==> config.mk <==
export PLATFORM = sky130hd
export DESIGN_NAME = fifo_rd_ctrl
export DESIGN_NICKNAME = d
export VERILOG_FILES = /design/src/rtl/fifo_pkg.sv /design/src/rtl/fifo_out_buf.sv /design/src/rtl/fifo_rd_ctrl.sv
export SDC_FILE = /design/constraint.sdc
export NUM_CORES = 1
export LEC_CHECK = 0
export ABC_AREA = 1
export CELL_PAD_IN_SITES_DETAIL_PLACEMENT = 1
export CELL_PAD_IN_SITES_GLOBAL_PLACEMENT = 1
export CORE_ASPECT_RATIO = 1.1
export CORE_MARGIN = 2
export CORE_UTILIZATION = 42
export DETAILED_ROUTE_END_ITERATION = 16
export GPL_TIMING_DRIVEN = 0
export PLACE_DENSITY = 0.88
export RECOVER_POWER = 25
export SLEW_MARGIN = 10
export SYNTH_ARGS = -nofsm -noshare
export SYNTH_HDL_FRONTEND = slang
export SYNTH_SLANG_ARGS = --single-unit
==> constraint.sdc <==
create_clock -name rclk -period 7.5 [get_ports rclk]
set_clock_uncertainty 0.05 [all_clocks]
set_input_delay 1.125 -clock rclk [delete_from_list [all_inputs] [get_ports rclk]]
set_output_delay 1.125 -clock rclk [all_outputs]
set_load 0.05 [all_outputs]
==> src/rtl/fifo_pkg.sv <==
// Shared async-FIFO definitions: default geometry and Gray/binary pointer helpers.
// The helpers work on zero-extended values up to GRAY_MAX_W bits, so one pair of
// functions serves every pointer width. Callers cast the argument and result to
// their own pointer width.
package fifo_pkg;

  localparam int unsigned DEF_ADDR_SIZE = 8;
  localparam int unsigned DEF_DSIZE     = 8;
  localparam int unsigned GRAY_MAX_W    = 32;

  // Binary to reflected Gray code.
  function automatic logic [GRAY_MAX_W-1:0] bin2gray(input logic [GRAY_MAX_W-1:0] b);
    return b ^ (b >> 1);
  endfunction

  // Gray to binary: each binary bit is the XOR of all Gray bits at or above it.
  // Upper zero bits leave the result unchanged, so any width up to GRAY_MAX_W works.
  function automatic logic [GRAY_MAX_W-1:0] gray2bin(input logic [GRAY_MAX_W-1:0] g);
    logic [GRAY_MAX_W-1:0] b;
    for (int i = 0; i < int'(GRAY_MAX_W); i++) begin
      b[i] = ^(g >> i);
    end
    return b;
  endfunction

endpackage

==> src/rtl/fifo_out_buf.sv <==
// Two-entry first-word-fall-through output buffer for the FIFO read side.
// Ports:
//   clk, rst_n  clock, asynchronous active-low reset
//   push        write push_data this cycle
//   push_data   word returned by the RAM
//   pop         consumer takes the head word (ignored when empty)
//   buf_cnt     registered number of buffered words (0..2)
//   rd_valid    head word is valid (buf_cnt != 0)
//   rd_data     registered head word
module fifo_out_buf
  import fifo_pkg::*;
#(
  parameter int unsigned DSIZE = DEF_DSIZE
) (
  input  logic             clk,
  input  logic             rst_n,
  input  logic             push,
  input  logic [DSIZE-1:0] push_data,
  input  logic             pop,
  output logic [1:0]       buf_cnt,
  output logic             rd_valid,
  output logic [DSIZE-1:0] rd_data
);

  logic [DSIZE-1:0] tail;
  logic             pop_eff;

  assign pop_eff  = pop & (buf_cnt != 2'd0);
  assign rd_valid = (buf_cnt != 2'd0);

  // The head register is rd_data itself; the head only moves on a pop, so it
  // stays stable while the consumer stalls.
  always_ff @(posedge clk or negedge rst_n) begin
    if (!rst_n) begin
      buf_cnt <= 2'd0;
      rd_data <= '0;
      tail    <= '0;
    end else begin
      case ({push, pop_eff})
        2'b10: begin
          if (buf_cnt == 2'd0) rd_data <= push_data;
          else                 tail    <= push_data;
          buf_cnt <= buf_cnt + 2'd1;
        end
        2'b01: begin
          rd_data <= tail;
          buf_cnt <= buf_cnt - 2'd1;
        end
        2'b11: begin
          if (buf_cnt == 2'd1) begin
            rd_data <= push_data;
          end else begin
            rd_data <= tail;
            tail    <= push_data;
          end
        end
        default: ;
      endcase
    end
  end

endmodule

==> src/rtl/fifo_rd_ctrl.sv <==
// Async FIFO read-side controller (read clock domain only).
// Tracks the binary/Gray read pointer against the synchronized write pointer,
// issues RAM reads and feeds a 2-entry FWFT output buffer.
// Ports:
//   rclk, rrst_n   read clock, asynchronous active-low reset
//   rq2_wptr       synchronized Gray write pointer
//   raddr, ren     RAM read address / enable (data returns next cycle)
//   rdata_mem      RAM read data
//   rptr           registered Gray read pointer to the write domain
//   rempty, raempty, rlevel  registered RAM-side status
//   rd_valid, rd_ready, rd_data  consumer stream
module fifo_rd_ctrl
  import fifo_pkg::*;
#(
  parameter int unsigned ADDR_SIZE  = DEF_ADDR_SIZE,
  parameter int unsigned DSIZE      = DEF_DSIZE,
  parameter int unsigned AEMPTY_LVL = 4
) (
  input  logic               rclk,
  input  logic               rrst_n,
  input  logic [ADDR_SIZE:0] rq2_wptr,
  output logic [ADDR_SIZE-1:0] raddr,
  output logic               ren,
  input  logic [DSIZE-1:0]   rdata_mem,
  output logic [ADDR_SIZE:0] rptr,
  output logic               rempty,
  output logic               raempty,
  output logic [ADDR_SIZE:0] rlevel,
  output logic               rd_valid,
  input  logic               rd_ready,
  output logic [DSIZE-1:0]   rd_data
);

  localparam int unsigned PTR_W = ADDR_SIZE + 1;

  logic [PTR_W-1:0] rbin;
  logic [PTR_W-1:0] rbinnext;
  logic [PTR_W-1:0] rgraynext;
  logic [PTR_W-1:0] wbin;
  logic [PTR_W-1:0] level_next;
  logic             inflight;
  logic [1:0]       buf_cnt;
  logic             pop;
  logic [2:0]       occ_after_pop;

  // Read issue: keep buffered + in-flight words at most 2 after this cycle's pop.
  assign pop           = rd_valid & rd_ready;
  assign occ_after_pop = 3'(buf_cnt) + 3'(inflight) - 3'(pop);
  assign ren           = !rempty && (occ_after_pop < 3'd2);

  // Next pointer and level, computed from the pointer after this cycle's read.
  assign raddr      = rbin[ADDR_SIZE-1:0];
  assign rbinnext   = rbin + PTR_W'(ren);
  assign rgraynext  = PTR_W'(bin2gray(GRAY_MAX_W'(rbinnext)));
  assign wbin       = PTR_W'(gray2bin(GRAY_MAX_W'(rq2_wptr)));
  assign level_next = wbin - rbinnext;

  // Pointer and status registers.
  always_ff @(posedge rclk or negedge rrst_n) begin
    if (!rrst_n) begin
      rbin     <= '0;
      rptr     <= '0;
      rempty   <= 1'b1;
      raempty  <= 1'b1;
      rlevel   <= '0;
      inflight <= 1'b0;
    end else begin
      rbin     <= rbinnext;
      rptr     <= rgraynext;
      rempty   <= (rgraynext == rq2_wptr);
      raempty  <= (level_next <= PTR_W'(AEMPTY_LVL));
      rlevel   <= level_next;
      inflight <= ren;
    end
  end

  // RAM data lands in the buffer the cycle after its read; reset drops it.
  fifo_out_buf #(
    .DSIZE (DSIZE)
  ) u_out_buf (
    .clk       (rclk),
    .rst_n     (rrst_n),
    .push      (inflight),
    .push_data (rdata_mem),
    .pop       (pop),
    .buf_cnt   (buf_cnt),
    .rd_valid  (rd_valid),
    .rd_data   (rd_data)
  );

endmodule
Word level (Yosys, flattened, before mapping)
Cells that the tools add are included.
{"block": "word_totals", "input_bits": 20, "wordCells": 53, "register_bits": 48}
{"block": "classes", "eq_ne": 8, "mux": 7, "bitwise_logic": 3, "add_sub_neg": 6, "magnitude_cmp": 2, "reduce_logical": 18}
{"op": "32-bit XOR reduction", "count": 9}
{"op": "8-bit two-way mux", "count": 4}
{"op": "8-bit one-hot mux with 3 select lines", "count": 1}
{"op": "8-bit one-hot mux with 2 select lines", "count": 1}
{"op": "9-bit by 1-bit adder with 9-bit output", "count": 1}
{"op": "9-bit equality test", "count": 1}
{"op": "9-bit by 3-bit less-or-equal comparator with 1-bit output, second input constant", "count": 1}
{"op": "9-bit subtractor", "count": 1}
{"op": "9-bit by 8-bit bitwise XOR with 9-bit output", "count": 1}
{"op": "2-bit nonzero test", "count": 3}
{"op": "2-bit by 1-bit equality test with 1-bit output, second input constant", "count": 2}
{"op": "2-bit equality test, second input constant", "count": 2}
{"op": "2-bit inequality test, second input constant", "count": 2}
{"op": "2-bit one-hot mux with 2 select lines", "count": 1}
{"op": "2-bit by 1-bit adder with 3-bit output", "count": 1}
{"op": "3-bit by 2-bit less-than comparator with 1-bit output, second input constant", "count": 1}
{"op": "3-bit AND reduction", "count": 1}
{"op": "3-bit nonzero test", "count": 1}
{"op": "3-bit by 1-bit subtractor with 3-bit output", "count": 1}
{"op": "2-bit by 1-bit adder with 2-bit output, second input constant", "count": 1}
{"op": "1-bit AND", "count": 2}
{"op": "2-bit logical NOT", "count": 1}
{"op": "2-bit by 1-bit inequality test with 1-bit output, second input constant", "count": 1}
{"op": "2-bit AND reduction", "count": 1}
{"op": "3 further kinds", "count": 3}

Longest topological paths before layout
Gate-level depths: netlist of run 1.
{"block": "logic_depth", "ltp_word": 8, "mapped_depth": 30, "depth_no_buf": 29}

By module
A second synthesis of run 1 with hierarchy kept.
{"block": "hier_totals", "cells_unflattened": 370, "hier_area_um2": 2900.3}
{"module": "fifo_rd_ctrl", "instances": 1, "area_per_inst_um2": 1929.4, "cells_each": 248}
{"module": "fifo_out_buf", "instances": 1, "area_per_inst_um2": 970.9, "cells_each": 122}

Worst setup path before layout of run 1
OpenSTA, ideal clock, no wires.
{"block": "synth_path", "path_kind": "input-to-reg", "start": "input port rd_ready", "end": "register raempty", "setup_slack_ps": 2281, "cell_stages": 27, "t_arrival_ps": 5105, "path_buffers": 1, "required_time_ps": 7386, "cell_sequence": "nand2_1 -> inv_1 -> ha_1 -> or2_2 -> fa_1 -> xnor2_1 -> nand2_1 -> nor2_1 -> ha_1 -> ha_1 -> nand2_1 -> and2_1 -> buf_6 -> ha_1 -> a21oi_1 -> nand2_1 -> nand2_1 -> nand2_1 -> nand2_2 -> nand2_2 -> nand2_2 -> nand2_2 -> nand2_2 -> nand2_2 -> nor2_1 -> nand2_1 -> nor2_2"}
{"block": "synth_between", "elab_chain_len": 7}
{"item": "start: declaration", "line_no": "fifo_rd_ctrl.sv:30", "source": "input logic rd_ready,"}
{"item": "1-bit AND", "line_no": "fifo_rd_ctrl.sv:47", "source": "assign pop = rd_valid & rd_ready;"}
{"item": "3-bit by 1-bit subtractor with 3-bit output", "line_no": "fifo_rd_ctrl.sv:48", "source": "assign occ_after_pop = 3'(buf_cnt) + 3'(inflight) - 3'(pop);"}
{"item": "3-bit by 2-bit less-than comparator with 1-bit output", "line_no": "fifo_rd_ctrl.sv:49", "source": "assign ren = !rempty && (occ_after_pop < 3'd2);"}
{"item": "1-bit logical AND", "line_no": "fifo_rd_ctrl.sv:49"}
{"item": "net ren", "line_no": "fifo_rd_ctrl.sv:23", "source": "output logic ren,"}
{"item": "9-bit by 1-bit adder with 9-bit output", "line_no": "fifo_rd_ctrl.sv:53", "source": "assign rbinnext = rbin + PTR_W'(ren);"}
{"item": "9-bit subtractor", "line_no": "fifo_rd_ctrl.sv:56", "source": "assign level_next = wbin - rbinnext;"}
{"item": "net level_next[7]", "line_no": "fifo_rd_ctrl.sv:40", "source": "logic [PTR_W-1:0] level_next;"}
{"item": "9-bit by 3-bit less-or-equal comparator with 1-bit output", "line_no": "fifo_rd_ctrl.sv:71", "source": "raempty <= (level_next <= PTR_W'(AEMPTY_LVL));"}
{"item": "end signal: assignment", "line_no": "fifo_rd_ctrl.sv:71"}
{"item": "end: declaration", "line_no": "fifo_rd_ctrl.sv:27", "source": "output logic raempty,"}
The timed path passes the listed nets, and every way through them passes these cells.
A chain may end at the register's enable or synchronous reset.

Worst setup path in the final report of run 1
{"block": "layout_path", "start": "input port rd_ready", "end": "output port ren"}
{"block": "layout_between", "elab_chain_len": 4}
{"item": "1-bit AND", "line_no": "fifo_rd_ctrl.sv:47"}
{"item": "3-bit by 1-bit subtractor with 3-bit output", "line_no": "fifo_rd_ctrl.sv:48"}
{"item": "3-bit by 2-bit less-than comparator with 1-bit output", "line_no": "fifo_rd_ctrl.sv:49"}
{"item": "1-bit logical AND", "line_no": "fifo_rd_ctrl.sv:49"}
{"item": "end: declaration", "line_no": "fifo_rd_ctrl.sv:23"}
Every way passes these cells.

==> out/summary.txt, run 1 <==
status: finished, final reports clean
Routed WL: 6.15 mm
Synth async-reset ratio: 100%
I/O Buffers: 57
H-tree depth: 2
Slew HR: 8.06%
Synth warnings: 0
cts-stage hold buffer count: 0
Critical Path AT: 3910 ps
measured slew at the worst slew-check pin: 1380 ps
fin crit share: 67.8%
number of cell rows: 31
max-cap violations: 0
met2 wire length: 3.38 mm
Layout Cells excl Fill: 451
Initial Util: 42.7%
# setup viols final: 0
worst path cell trace: clkdlybuf4s50_1 > nand2_1 > inv_1 > ha_1 > or2_2 > fa_1 > xnor2_1 > nand2_1 > nor2_1 > clkdlybuf4s50_1
clk buf depth: 2
vias in the first global route: 2384
sequential share of the synthesized area: 42.6%
wire per inst: 13.6 um
die area: 7250 sq um
largest net degree at the start of global routing: 27
drt via density: 4.77
DP HPWL: 5.04 mm
# DRC: 0
#FFs+latches synth: 47
Core ar.: 6480 sq um
critical path endpoint category: output pin
Worst path top cell family by delay: buffers and inverters
syn nets: 340
Startpoint Class: input pin
DP Cell Count: 443
Overflow after GRT: 0
Syn Area/Cell: 9.13 sq um
max-slew violations: 0
met3 wire len: 192 um
worst hold path type: reg2reg
clock latency on the worst-skew pair: 300 ps
routed via count: 2153
clock buffer count from CTS: 5
first-pass GRT wire length: 10.6 mm
Post-synth EDFFs: 0
DRT Pass-1 Iters: 4
CTS tree: yes
ys flop type: dfrtp_1
Yosys cell types: 34
Final Hold Viols: 0
P&R area growth vs syn: 27.8%
die height: 89.1 um
largest stage delay on the critical path: 830 ps
RSZ-0062 raised after global routing: no
Req. time, crit path: 6320 ps
layout cells sized above 1: 14.9%
clk slew on worst S/H paths: 90 ps
Global Route Usage Sum: 18.9%
Fmax: 197 MHz
layout net count: 405
Setup Fix Bufs, Post-CTS: 0
Resized cells post-CTS: 0
# IOs: 58
starting DRC count in detailed routing: 31
CP Buf/Inv Count: 3
chip width: 81.4 um
RD Place Congestion: 0.816
setup TNS: 0 ps
# diodes: 0
top layer in use: met4
post-synthesis cell area: 2770 sq um
crit-path max FO: 4
fin crit period: 5080 ps
Critical-path top delay cell: clkdlybuf4s50_1
CP Class: in2out
Mapped Cells: 303
# clock sinks: 47
post-detailed-route count of antenna-violating nets: 0
wl on met1: 2.51 mm
hold slack final: 444 ps
initial antenna violation count: 0
Root Buffer: clkbuf_8
## cell families (layout without fill, tap and decap cells)
family,count (synthesis),after routing,synth area share [%]
flip-flops,47,47,42.6
adder cells (fa/ha/maj),17,17,8.24
AND/OR/NAND/NOR,113,113,20.4
XOR/XNOR,30,30,11.4
buffers and inverters,61,127,8.60
AO/OA/AOI/OAI,27,27,5.52
multiplexers,8,8,3.26
## metrics by stage
| stage | cell area [sq um] | utilization (%) | worst slack (ps) |
|---|---|---|---|
| 6_report | 3530 | 54.6 | 2420 |
| 5_1_grt | 3530 | 54.6 | 2190 |
| 4_1_cts | 3550 | 54.8 | 2400 |
| 3_5_place_dp | 3450 | 53.3 | 2190 |
| 3_3_place_gp | 3440 | 53.1 | 2320 |
| 2_1_floorplan | 2770 | - | 2280 |
## metal layers
layer / GRT usage, % / vias to the layer above
met5: 0 / -
met4: 6.01 / 0
met3: 2.73 / 5
met2: 36.4 / 41
met1: 21.1 / 1049
li1: - / 1058
## sequential cells by signal (all words and copies together), names as in the netlist
| name | flops |
|---|---|
| u_out_buf.buf_cnt | 2 |
| u_out_buf.tail | 8 |
| rempty | 1 |
| rlevel | 9 |
| inflight | 1 |
| u_out_buf.rd_data | 8 |
| raempty | 1 |
| rbin | 9 |
| rptr | 8 |
## layout make-up
type	instances	area (sq um)
buffer	2	15.0
clock buffer	6	82.6
clock inverter	2	16.3
fill	762	2940
inverter	59	223
multi-input combinational	195	1350
sequential	47	1180
tap	82	103
timing repair buffer	58	568
## final timing paths
check                                     start                end  slack [ps]  cells past startpoint
max in group asynchronous                rrst_n          rlevel[7]        4590                      2
min in group asynchronous                rrst_n            rptr[0]         980                      1
min                           u_out_buf.tail[5]  u_out_buf.tail[5]         440                      2
max                                    rd_ready                ren        2420                     10
min reg2reg                   u_out_buf.tail[5]  u_out_buf.tail[5]         440                      2
max reg2reg                u_out_buf.buf_cnt[1]            raempty        2990                     30
## worst register-to-register path: cells and delay by family, from the launching register on
kind / cells / cell delay, ps
compound gates: 1 / 150
xor+xnor: 1 / 160
fa+ha+maj: 6 / 1580
buf+inv: 4 / 350
flops: 1 / 450
simple gates: 18 / 1720
## Yosys cell counts, drive strengths merged (4+ instances only)
cell type  instances  area share, %
o22ai              8            1.8
a21oi              4           0.72
dfrtp             45             41
xor2              20            8.2
mux2               8            3.3
inv               58            7.9
ha                15            6.8
nand3             19            4.7
xnor2             10            3.2
nand2             75             12
nor2              11            1.8
o21ai             12            2.2
## layout by cell type, fill, tap and decap left out, types with 2 or more instances in the layout
cell type	Yosys	routed
xor2_2	7	7
clkbuf_1	1	3
clkdlybuf4s50_1	0	56
nand2_4	2	2
nand2_1	59	59
nor2_2	3	3
inv_1	54	54
nand2_2	14	14
nand3_1	15	15
clkbuf_8	0	6
ha_1	15	15
nand3b_1	2	2
nand3_4	2	2
nor2_1	8	8
o22ai_1	8	8
o21ai_0	10	10
o21ai_1	2	2
xor2_1	13	13
nand3_2	2	2
dfrtp_1	45	45
mux2_2	8	8
a21oi_1	4	4
nand4_1	2	2
inv_2	4	4
fa_1	2	2
dfstp_2	2	2
xnor2_1	10	10
Power of run 1 is left out: the tool's default activity adds up to more than one toggle a clock period on the data nets, which glitch-free logic cannot reach.
==> inputs of run 2 (changes only) <==
--- a/config.mk
+++ b/config.mk
@@ -10,10 +10,10 @@
 export CELL_PAD_IN_SITES_GLOBAL_PLACEMENT = 1
 export CORE_ASPECT_RATIO = 1.1
 export CORE_MARGIN = 2
-export CORE_UTILIZATION = 42
+export CORE_UTILIZATION = 39
 export DETAILED_ROUTE_END_ITERATION = 16
 export GPL_TIMING_DRIVEN = 0
-export PLACE_DENSITY = 0.88
+export PLACE_DENSITY = 0.83
 export RECOVER_POWER = 25
 export SLEW_MARGIN = 10
 export SYNTH_ARGS = -nofsm -noshare
==> constraint.sdc (replaced) <==
create_clock -name rclk -period 4.9 [get_ports rclk]
set_clock_uncertainty 0.05 [all_clocks]
set_input_delay 0.735 -clock rclk [delete_from_list [all_inputs] [get_ports rclk]]
set_output_delay 0.735 -clock rclk [all_outputs]
set_load 0.05 [all_outputs]
==> out/summary.txt, run 2 (same netlist as run 1, synthesis figures left out) <==
status: finished, final reports clean
# setup viols final: 0
Routed WL: 6.29 mm
Fmax: 220 MHz
starting DRC count in detailed routing: 72
RD Place Congestion: 0.797
routed via count: 2162
number of cell rows: 32
Core ar.: 6930 sq um
H-tree depth: 2
# clock sinks: 47
fin crit share: 93.0%
Startpoint Class: input pin
commonest non-fill, non-tap cell in the layout: nand2_1
fin crit period: 4560 ps
CTS tree: yes
clk buf depth: 2
Initial Util: 39.9%
Final Hold Viols: 0
max-cap violations: 0
wire per inst: 13.8 um
layout cells sized above 1: 17.0%
sequential standard cell area: 1180 sq um
measured slew at the worst slew-check pin: 1450 ps
die area: 7780 sq um
clk slew on worst S/H paths: 80 ps
first-pass GRT wire length: 11.0 mm
Largest regs: rbin (9), rlevel (9)
P&R area growth vs syn: 29.9%
Placed Area: 3460 sq um
layout net count: 407
post-route cell area: 3590 sq um
Overflow after GRT: 0
initial antenna violation count: 0
drt via density: 4.74
cts-stage hold buffer count: 0
I/O Buffers: 57
Global Route Usage Sum: 17.4%
filler instances: 800
clock latency on the worst-skew pair: 300 ps
RSZ-0062 raised after global routing: no
Hold Crit Depth: 2
area of the multi-input gates: 1370 sq um
chip width: 84.3 um
CP Class: in2reg
# DRC: 0
critical path endpoint category: register
max-slew violations: 0
Reg2Reg Depth: 30
Root Buffer: clkbuf_8
DP HPWL: 5.10 mm
Slew HR: 3.56%
post-detailed-route count of antenna-violating nets: 0
commonest non-fill, non-tap cells in the layout: nand2_1 (58), clkdlybuf4s50_1 (56), inv_1 (54)
worst hold path type: reg2reg
# diodes: 0
setup TNS: 0 ps
Critical Path AT: 4750 ps
clock buffer count from CTS: 5
die height: 92.3 um
vias in the first global route: 2433
Req. time, crit path: 5090 ps
largest net degree at the start of global routing: 27
crit-path max FO: 4
# IOs: 58
DRT Pass-1 Iters: 4
-- run 2: final timing paths --
path / start / end / slack [ps]
hold reg to reg: u_out_buf.tail[2] / u_out_buf.tail[2] / 440
min in group asynchronous: rrst_n / u_out_buf.buf_cnt[1] / 590
setup reg to reg: u_out_buf.buf_cnt[1] / raempty / 430
setup / recovery: rd_ready / raempty / 340
hold / removal: u_out_buf.tail[2] / u_out_buf.tail[2] / 440
max in group asynchronous: rrst_n / u_out_buf.rd_data[1] / 2290
-- run 2: worst max-delay path: stages --
cell	delay, ps
clkdlybuf4s50_1	420
nand2_2	110
inv_1	50
ha_1	260
or2_2	300
fa_1	410
xnor2_2	160
nand2_1	70
nor2_2	50
ha_2	170
ha_2	190
or2_0	230
and2_1	160
buf_6	130
ha_1	340
a21oi_1	140
nand2_1	90
nand2_1	70
nand2_1	60
nand2_2	80
nand2_2	60
nand2_2	70
nand2_2	50
nand2_2	60
nand2_2	50
nor2_1	80
nand2_1	70
nor2_2	70
-- run 2: cell type report --
cell class,count,share of cell area (%)
Sequential cell,47,32.9
Buffer,2,0.418
Multi-Input combinational cell,195,38.0
Inverter,59,6.20
Tap cell,85,2.96
Timing Repair Buffer,60,16.2
Clock inverter,2,0.976
Clock buffer,6,2.30
-- run 2: routing by layer --
layer | share of wire [%] | vias up | wire length, um | global-route usage, %
met5 | 0 | - | 0 | 0
met2 | 55 | 47 | 3450 | 33.8
met1 | 40 | 1044 | 2520 | 19.5
li1 | - | 1060 | - | -
met4 | 1.3 | 0 | 79 | 3.76
met3 | 3.8 | 11 | 239 | 3.39
-- run 2: through the flow --
stage | hold WS [ps] | utilization [%] | cells | setup slack (ps)
after floorplan | 389 | - | 303 | 32.2
after global placement | 417 | 49.7 | 445 | 105
after detailed placement | 425 | 49.9 | 446 | -34.7
after CTS | 360 | 51.6 | 454 | 224
after global routing | 473 | 51.8 | 456 | 3.67
final | 444 | 51.8 | 456 | 345
-- run 2: repair_timing --
| item | CTS | global route |
|---|---|---|
| buffers inserted | 0 | 2 |
| resized for setup | 0 | 5 |
| setup endpoints to repair | 0 | 1 |
Power of run 2 is left out for the same reason.
